<file path="config.mk">
export PLATFORM = sky130hd
export DESIGN_NAME = cntr_dir_decoder
export DESIGN_NICKNAME = d
export VERILOG_FILES = /design/src/rtl/cntr_dir_pkg.sv /design/src/rtl/cntr_step_class.sv /design/src/rtl/cntr_dir_decoder.sv
export SDC_FILE = /design/constraint.sdc
export NUM_CORES = 1
export LEC_CHECK = 0
export CELL_PAD_IN_SITES_DETAIL_PLACEMENT = 1
export CELL_PAD_IN_SITES_GLOBAL_PLACEMENT = 2
export CORE_UTILIZATION = 34
export DETAILED_ROUTE_END_ITERATION = 10
export PLACE_DENSITY = 0.81
export SYNTH_ARGS = -nofsm -noshare
export SYNTH_HDL_FRONTEND = slang
export SYNTH_SLANG_ARGS = --single-unit
</file>
<file path="constraint.sdc">
create_clock -name clk -period 3.7 [get_ports clk]
set_input_delay 0.925 -clock clk [delete_from_list [all_inputs] [get_ports clk]]
set_output_delay 0.925 -clock clk [all_outputs]
set_load 0.01 [all_outputs]
</file>
<file path="src/rtl/cntr_dir_pkg.sv">
// Shared types for the up/down counter direction decoder: FSM states, step kinds
// and the run-counter width.
package cntr_dir_pkg;

   localparam int STEP_W = 2;
   // Wide enough for the largest supported LOCK_CNT (15).
   localparam int RUN_W  = 4;

   typedef enum logic [1:0] {
      IDLE   = 2'd0,
      SEARCH = 2'd1,
      LOCKED = 2'd2
   } state_t;

   typedef enum logic [STEP_W-1:0] {
      STEP_UP      = 2'd0,
      STEP_DOWN    = 2'd1,
      STEP_HOLD    = 2'd2,
      STEP_ILLEGAL = 2'd3
   } step_t;

endpackage

</file>
<file path="src/rtl/cntr_step_class.sv">
// Combinational step classifier: compares the new count with the previous one.
// CNTR_DIR_HOLD_EN defined makes an unchanged count a legal HOLD step.
module cntr_step_class
   import cntr_dir_pkg::*;
#(
   parameter int WIDTH = 3
) (
   input  logic [WIDTH-1:0] prev_i,
   input  logic [WIDTH-1:0] count_i,
   output step_t            step_o,
   output logic             wrap_o
);

   logic [WIDTH-1:0] diff;

   // Modulo subtraction: +1 is an up step, all-ones is a down step.
   assign diff = count_i - prev_i;

   always_comb begin
      step_o = STEP_ILLEGAL;
      wrap_o = 1'b0;
      if (diff == WIDTH'(1)) begin
         step_o = STEP_UP;
         wrap_o = (prev_i == '1);
      end else if (diff == '1) begin
         step_o = STEP_DOWN;
         wrap_o = (prev_i == '0);
      end else if (diff == '0) begin
`ifdef CNTR_DIR_HOLD_EN
         step_o = STEP_HOLD;
`else
         step_o = STEP_ILLEGAL;
`endif
      end
   end

endmodule

</file>
<file path="src/rtl/cntr_dir_decoder.sv">
// Recovers the direction of an observed up/down counter stream, flags illegal
// steps and tracks lock. CNTR_DIR_HOLD_EN makes a repeated count a legal step.
module cntr_dir_decoder
   import cntr_dir_pkg::*;
#(
   parameter int WIDTH    = 3,
   parameter int LOCK_CNT = 4,
   parameter int ERR_W    = 8
) (
   input  logic             clk,
   input  logic             reset,
   input  logic [WIDTH-1:0] count_in,
   input  logic             count_vld,
   output logic             up_down_out,
   output logic             dir_vld,
   output logic             wrap,
   output logic             step_err,
   output logic             locked,
   output logic [ERR_W-1:0] err_count,
   output state_t           dbg_state_o
);

   localparam logic [RUN_W-1:0] LOCK_RUN = RUN_W'(LOCK_CNT);

   state_t           state_q;
   logic [WIDTH-1:0] prev_q;
   logic [RUN_W-1:0] run_q, run_d;
   logic [ERR_W-1:0] err_q, err_d;
   logic             up_down_q, dir_vld_q, wrap_q, step_err_q, locked_q;

   step_t            step;
   logic             step_wrap;
   logic             step_legal;
   logic             step_moved;

   cntr_step_class #(
      .WIDTH (WIDTH)
   ) u_class (
      .prev_i  (prev_q),
      .count_i (count_in),
      .step_o  (step),
      .wrap_o  (step_wrap)
   );

   always_comb begin
      step_legal = (step != STEP_ILLEGAL);
      step_moved = (step == STEP_UP) || (step == STEP_DOWN);
      run_d      = (run_q < LOCK_RUN) ? run_q + 1'b1 : run_q;
      err_d      = (err_q == '1) ? err_q : err_q + 1'b1;
   end

   // FSM, run/error counters and every output register live in one process.
   always_ff @(posedge clk) begin
      if (reset) begin
         state_q    <= IDLE;
         prev_q     <= '0;
         run_q      <= '0;
         err_q      <= '0;
         up_down_q  <= 1'b0;
         dir_vld_q  <= 1'b0;
         wrap_q     <= 1'b0;
         step_err_q <= 1'b0;
         locked_q   <= 1'b0;
      end else begin
         dir_vld_q  <= 1'b0;
         wrap_q     <= 1'b0;
         step_err_q <= 1'b0;
         if (count_vld) begin
            // prev follows every sample, even illegal ones, so recovery is immediate.
            prev_q <= count_in;
            case (state_q)
               IDLE: begin
                  state_q <= SEARCH;
               end
               SEARCH, LOCKED: begin
                  if (step_moved) begin
                     up_down_q <= (step == STEP_DOWN);
                     dir_vld_q <= 1'b1;
                     wrap_q    <= step_wrap;
                  end
                  if (step_legal) begin
                     run_q <= run_d;
                     if (run_d == LOCK_RUN) begin
                        state_q  <= LOCKED;
                        locked_q <= 1'b1;
                     end
                  end else begin
                     run_q      <= '0;
                     step_err_q <= 1'b1;
                     err_q      <= err_d;
                     state_q    <= SEARCH;
                     locked_q   <= 1'b0;
                  end
               end
               default: begin
                  state_q <= IDLE;
               end
            endcase
         end
      end
   end

   assign up_down_out = up_down_q;
   assign dir_vld     = dir_vld_q;
   assign wrap        = wrap_q;
   assign step_err    = step_err_q;
   assign locked      = locked_q;
   assign err_count   = err_q;
   assign dbg_state_o = state_q;

endmodule
</file>
==> qor.csv, run 1 <==
stage,metric,value,unit
drt,drt_iter0_drc,18,
drt,wire_per_inst,13.2,µm
die,num_rows,20,
drt,finalWirelength,2470,µm
timing,rsz0062_at_grt,no,
global_routing,antenna_found_initial,0,
layout,drive_gt1_share,11.9,%
timing,fin_ws,0.627,ns
min_path,hold_path_class,reg2reg,
run,drv_cap,0,
synthesis,synth_enable_flop_cells,0,
worst_setup_path,end_kind,register,
cts,post_cts_resized,0,
synthesis,synth-seq-cells,22,
die,fp.dieArea,0.00359,mm²
die,ios,21,
power_and_ir_drop,leakage,0.512,nW
global_routing,track_usage,16.4,%
timing,worst_slew_pin_slew,0.387,ns
cts,htreeDepth,1,
synthesis,ys_seq_area_share,38.6,%
worst_setup_path,crit_required,3.95,ns
synthesis,synthTopCellsByArea,"dfxtp_1 (39%), ha_1 (5.5%), nor2_1 (3.9%), xor2_1 (3.8%), mux2i_1 (3.5%)",
cts,clk_pin_slew_worst_paths,0.13,ns
die,die_w,59.9,µm
cts,cts_hold_buffers,0,
synthesis,synth_nets,131,
die,start_util,36.5,%
global_routing,grt_pass1_wl,4430,µm
timing,hold_violations,0,
drt,viasPerCell,5.09,
synthesis,syn-cell-area,0.00114,mm²
synthesis,postSynthAreaPerCell,9.59,µm²
cts,cts_root_buf,clkbuf_4,
die,die_y,59.9,µm
drt,ant_nets,0,
placement,port_buffers,20,
cts,clock_sinks,22,
global_routing,grt_pass1_vias,995,
placement,hpwl,1900,µm
drt,dr.pass1.iters,3,
worst_setup_path,start_kind,primary input,
worst_setup_path,cp.arrival,3.32,ns
synthesis,ys_types,42,
timing,hold_slack,0.515,ns
timing,clock.fmax,325,MHz
layout,finalNetCount,156,
timing,period_share,83.1,%
drt,drc_errors,0,
cts,ctsLongestPathBuffers,2,
die,core_area,0.00313,mm²
cts,cts_tree,built,
timing,drv_slew,0,
cts,cts_setup_buffers,0,
worst_setup_path,criticalPathCategory,in2reg,
synthesis,synth_top_cell_by_area,dfxtp_1,
placement,place_ws,0.299,ns
synthesis,ys.flop_type,dfxtp_1,
layout,area_growth,26.5,%
synthesis,synth_warnings,0,
timing,layout_min_cycle_time,3.07,ns
global_routing,grt-ovfl-total,0,
synthesis,synth_cells,119,
status,outcome,"complete, no violations",
synthesis,async_reset_ff_share,0,%
power_and_ir_drop,peakVddDrop,0.000162,V
cts,cts_made_buffers,3,
power_and_ir_drop,power_density,332,mW/mm²
timing,slew-limit-headroom,73.5,%
global_routing,grt_max_degree,15,
layout,fillers,377,
drt,vias,951,
timing,finalSetupTns,0,ns
timing,finClkSkew,0.00793,ns
synthesis,yosys.area.top_type_share,38.6,%
layout,diodes,0,
timing,setup_viol_count_final,0,
cts,clkLatencyLatePin,0.30,ns
worst_setup_path,timing.critical_path.fanout_max,8,
placement,place.gp.congestion,0.724,
==> power breakdown <==
part           internal [mW]  switching, mW  leakage [nW]
Clock                 0.0600         0.0724        0.0210
Combinational         0.0432         0.0547         0.313
Sequential             0.243        0.00547         0.178
Total                  0.346          0.133         0.512
==> worst max-delay path: stages <==
cell and delay (ns):
clkdlybuf4s50_1 0.42, inv_1 0.06, ha_1 0.13, inv_1 0.04, fa_1 0.40, xnor3_2 0.32
xor2_4 0.29, o211ai_4 0.14, or4_1 0.44, a21oi_1 0.15
==> synth_stat cells, types with 4 or more instances <==
master	count
a21oi_1	6
ha_1	5
nor3_1	5
inv_1	8
nand2_1	7
mux2i_1	4
dfxtp_1	22
nor2_1	12
xor2_1	5
==> state kept, by name (all words and copies together), names as in the netlist <==
| signal | count |
|---|---|
| err_count | 8 |
| dbg_state_o | 2 |
| run_q | 4 |
| dir_vld | 1 |
| up_down_out | 1 |
| step_err | 1 |
| wrap | 1 |
| locked | 1 |
| prev_q | 3 |
==> layout by cell type, fill, tap and decap left out, drive strengths merged <==
cell and instances:
a2111oi 1, a211oi 1, a21oi 6, a22oi 1
a311oi 1, a31oi 3, and2 1, and3 1
and4 1, buf 4, clkbuf 4, clkdlybuf4s50 20
dfxtp 22, fa 1, ha 5, inv 8
mux2i 4, nand2 7, nand2b 1, nand3 1
nand4bb 1, nor2 12, nor2b 1, nor3 6
nor3b 1, nor4b 2, o2111ai 2, o211ai 3
o21a 1, o21ai 3, o31ai 3, o32ai 1
or2 1, or3 1, or3b 2, or4 2
xnor2 1, xnor3 1, xor2 6
==> area by class of cell <==
type,count,area (µm²),area share [%]
Inverter,8,30.0,2.08
Clock buffer,4,36.3,2.51
Tap cell,44,55.1,3.81
Sequential cell,22,440,30.5
Multi-Input combinational cell,85,652,45.1
Timing Repair Buffer,24,230,15.9
==> metal layers <==
metal / global-route usage (%) / routed length [µm]
met3: 2.60 / 66
met4: 5.98 / 19
met5: 0 / 0
met1: 22.1 / 1250
met2: 26.3 / 1140
==> metrics by stage <==
stage,power (mW),util [%],area [µm²],cells
floorplan,0.322,-,1140,119
global placement,0.350,45.0,1410,183
detailed placement,0.353,45.0,1410,183
CTS,0.488,46.2,1440,187
global route,0.506,46.2,1440,187
finish,0.479,46.2,1440,187
==> kinds of logic after synthesis <==
family / count (synthesis) / share of synthesized area [%]
simple gates: 41 / 20.7
compound gates: 26 / 16.6
flops: 22 / 38.6
buf+inv: 12 / 4.28
xor+xnor: 8 / 9.10
fa+ha+maj: 6 / 7.24
mux: 4 / 3.51
==> final timing paths <==
path              cells after the start           end         from  slack (ns)
setup reg to reg                      8  err_count[4]    prev_q[0]        1.30
setup / recovery                     10  err_count[4]  count_in[0]        0.63
hold / removal                        2      run_q[3]     run_q[3]        0.51
hold reg to reg                       2      run_q[3]     run_q[3]        0.51
(Power assumes the default switching activity.)
==> run 2: changes to the inputs <==
--- a/config.mk
+++ b/config.mk
@@ -7,9 +7,9 @@
 export LEC_CHECK = 0
 export CELL_PAD_IN_SITES_DETAIL_PLACEMENT = 1
 export CELL_PAD_IN_SITES_GLOBAL_PLACEMENT = 2
-export CORE_UTILIZATION = 34
+export CORE_UTILIZATION = 28
 export DETAILED_ROUTE_END_ITERATION = 10
-export PLACE_DENSITY = 0.81
+export PLACE_DENSITY = 0.71
 export SYNTH_ARGS = -nofsm -noshare
 export SYNTH_HDL_FRONTEND = slang
 export SYNTH_SLANG_ARGS = --single-unit
==> constraint.sdc (replaced) <==
create_clock -name clk -period 2.7 [get_ports clk]
set_input_delay 0.675 -clock clk [delete_from_list [all_inputs] [get_ports clk]]
set_output_delay 0.675 -clock clk [all_outputs]
set_load 0.01 [all_outputs]
==> run 2 against run 1 <==
Compared with the run above: non-clock buffer count increased by 8; sequential share of layout area is 2.7 points lower; routed wire length rose by 15%; cell area up 9.9%; clock-buffer cell count fell by 1; critical path type unchanged; critical endpoint unchanged; largest power group unchanged.
==> qor.csv, run 2 (synthesis results as in run 1) <==
stage,metric,value,unit,change
status,outcome,"complete, no violations",,unchanged
layout,final_common_cell,dfxtp_1,,unchanged
placement,hpwl,2100,µm,was 1900 µm
timing,finClkSkew,0.00879,ns,was 0.00793 ns
placement,port_buffers,20,,unchanged
layout,largest_reg_flops,8,,unchanged
timing,period_share,96.3,%,
timing,rsz0062_at_grt,no,,unchanged
worst_setup_path,crit_required,2.91,ns,was 3.95 ns
layout,diodes,0,,unchanged
global_routing,antenna_found_initial,0,,unchanged
worst_setup_path,slowest_delay,0.47,ns,was 0.44 ns
power_and_ir_drop,peakVddDrop,0.000264,V,was 0.000162 V
layout,finalNetCount,164,,was 156
global_routing,globalRouteMet1Util,20.1,%,was 22.1%
global_routing,grt_pass1_wl,5060,µm,was 4430 µm
cts,cts_root_buf,clkbuf_8,,was clkbuf_4
layout,register_area,440,µm²,unchanged
die,core_area,0.00377,mm²,was 0.00313 mm²
worst_setup_path,cp.arrival,2.81,ns,was 3.32 ns
worst_setup_path,critical_path.slowest_cell,clkdlybuf4s50_1,,was or4_1
die,fp.dieArea,0.00433,mm²,was 0.00359 mm²
die,die_y,65.8,µm,was 59.9 µm
timing,hold_violations,0,,unchanged
worst_setup_path,criticalPathCategory,in2reg,,unchanged
power_and_ir_drop,total_power,0.819,mW,was 0.479 mW
placement,place.gp.congestion,0.764,,was 0.724
timing,fin_ws,0.101,ns,was 0.627 ns
timing,clock.fmax,385,MHz,
drt,wire_per_inst,14.3,µm,was 13.2 µm
cts,clkLatencyLatePin,0.27,ns,was 0.30 ns
drt,dr.pass1.iters,4,,was 3
die,die_w,65.8,µm,was 59.9 µm
layout,drive_gt1_share,22.5,%,was 11.9%
global_routing,grt_max_degree,14,,was 15
timing,drv_slew,0,,unchanged
worst_setup_path,path_buf_inv,1,,was 3
timing,worst_slew_pin_slew,0.490,ns,was 0.387 ns
timing,hold_slack,0.512,ns,was 0.515 ns
cts,htreeDepth,1,,unchanged
power_and_ir_drop,leakage,0.577,nW,was 0.512 nW
die,start_util,30.3,%,was 36.5%
drt,vias,979,,was 951
worst_setup_path,start_kind,primary input,,unchanged
placement,place_ws,-0.338,ns,was 0.299 ns
worst_setup_path,cpLargestDelayFamily,XOR/XNOR gates,,unchanged
die,ios,21,,unchanged
power_and_ir_drop,power_density,516,mW/mm²,was 332 mW/mm²
drt,drc_errors,0,,unchanged
cts,cts_made_buffers,3,,unchanged
layout,fillers,429,,was 377
cts,cts_tree,built,,unchanged
drt,finalWirelength,2840,µm,was 2470 µm
cts,cts_hold_buffers,0,,unchanged
cts,clk_pin_slew_worst_paths,0.09,ns,was 0.13 ns
layout,layout_common_cells,"dfxtp_1 (22), clkdlybuf4s50_1 (19), nor2_1 (11), buf_4 (11), inv_1 (8)",,"was dfxtp_1 (22), clkdlybuf4s50_1 (20), nor2_1 (12), inv_1 (8), nand2_1 (7)"
global_routing,grt-ovfl-total,0,,unchanged
min_path,hold_path_class,reg2reg,,unchanged
global_routing,grtUsageMet3,4.14,%,was 2.60%
layout,multiInputGateArea,688,µm²,was 652 µm²
global_routing,met2_usage,24.9,%,was 26.3%
drt,ant_nets,0,,unchanged
worst_setup_path,path_cells,"clkdlybuf4s50_1, fa_2, xnor3_2, xor2_4, o211ai_4, or4_4, a21oi_2",,"was clkdlybuf4s50_1, inv_1, ha_1, inv_1, fa_1, xnor3_2, xor2_4, o211ai_4, or4_1, a21oi_1"
drt,viasPerCell,4.92,,was 5.09
run,drv_cap,0,,unchanged
global_routing,track_usage,15.3,%,was 16.4%
global_routing,grt_pass1_vias,1056,,was 995
worst_setup_path,end_kind,register,,unchanged
die,num_rows,22,,was 20
global_routing,top_usage_layer,met2,,unchanged
timing,slew-limit-headroom,67.2,%,was 73.5%
worst_setup_path,timing.critical_path.fanout_max,5,,was 8
timing,setup_viol_count_final,0,,unchanged
timing,layout_min_cycle_time,2.60,ns,
cts,clock_sinks,22,,unchanged
layout,area_growth,39.0,%,was 26.5%
cts,ctsLongestPathBuffers,2,,unchanged
drt,drt_iter0_drc,60,,was 18
==> run 2: metrics by stage <==
step / cells / util [%] / cell area [µm²] / setup TNS, ns
2_1_floorplan: 119 / - / 1140 / 0
3_3_place_gp: 194 / 38.9 / 1470 / -3.36
3_5_place_dp: 194 / 38.9 / 1470 / -4.43
4_1_cts: 198 / 41.0 / 1550 / 0
5_1_grt: 199 / 42.1 / 1590 / 0
6_report: 199 / 42.1 / 1590 / 0
==> run 2: repair_timing <==
item	in CTS	in global routing
setup buffers	0	1
pin swaps	0	5
cloned	0	0
gates resized for setup	2	9
setup endpoints to repair	5	12
==> run 2: per-layer routing <==
layer  vias to the layer above  wire length [µm]
li1                        493                 -
met1                       465              1330
met4                         0                14
met3                         2               109
met2                        19              1390
met5                         -                 0
==> run 2: worst paths after layout <==
path              slack (ns)   startpoint  cells after the start      endpoint
setup / recovery        0.10  count_in[1]                      7  err_count[4]
hold / removal          0.51  up_down_out                      2   up_down_out
setup reg to reg        0.43    prev_q[0]                      8  err_count[4]
hold reg to reg         0.51  up_down_out                      2   up_down_out
==> run 2: report_power, final <==
part | internal [mW] | switching (mW) | total (mW)
clock | 0.198 | 0.112 | 0.310
sequential | 0.333 | 0.00728 | 0.340
combinational | 0.0826 | 0.0856 | 0.168
==> run 2: cell type report <==
cell class / instances / share of cell area (%)
repair buffers: 32 / 18.7
inverters: 8 / 1.89
flip-flops and latches: 22 / 27.8
clock buffers: 3 / 2.60
well taps: 48 / 3.79
multi-input cells: 85 / 43.4
clock inverters: 1 / 1.89
==> run 2: worst register-to-register path: cells and delay by family, from the launching register on <==
kind,cells,cell delay (ns)
flip-flops,1,0.39
AO/OA/AOI/OAI,2,0.24
adder cells (fa/ha/maj),2,0.53
AND/OR/NAND/NOR,1,0.43
XOR/XNOR,2,0.58
buffers and inverters,1,0.06
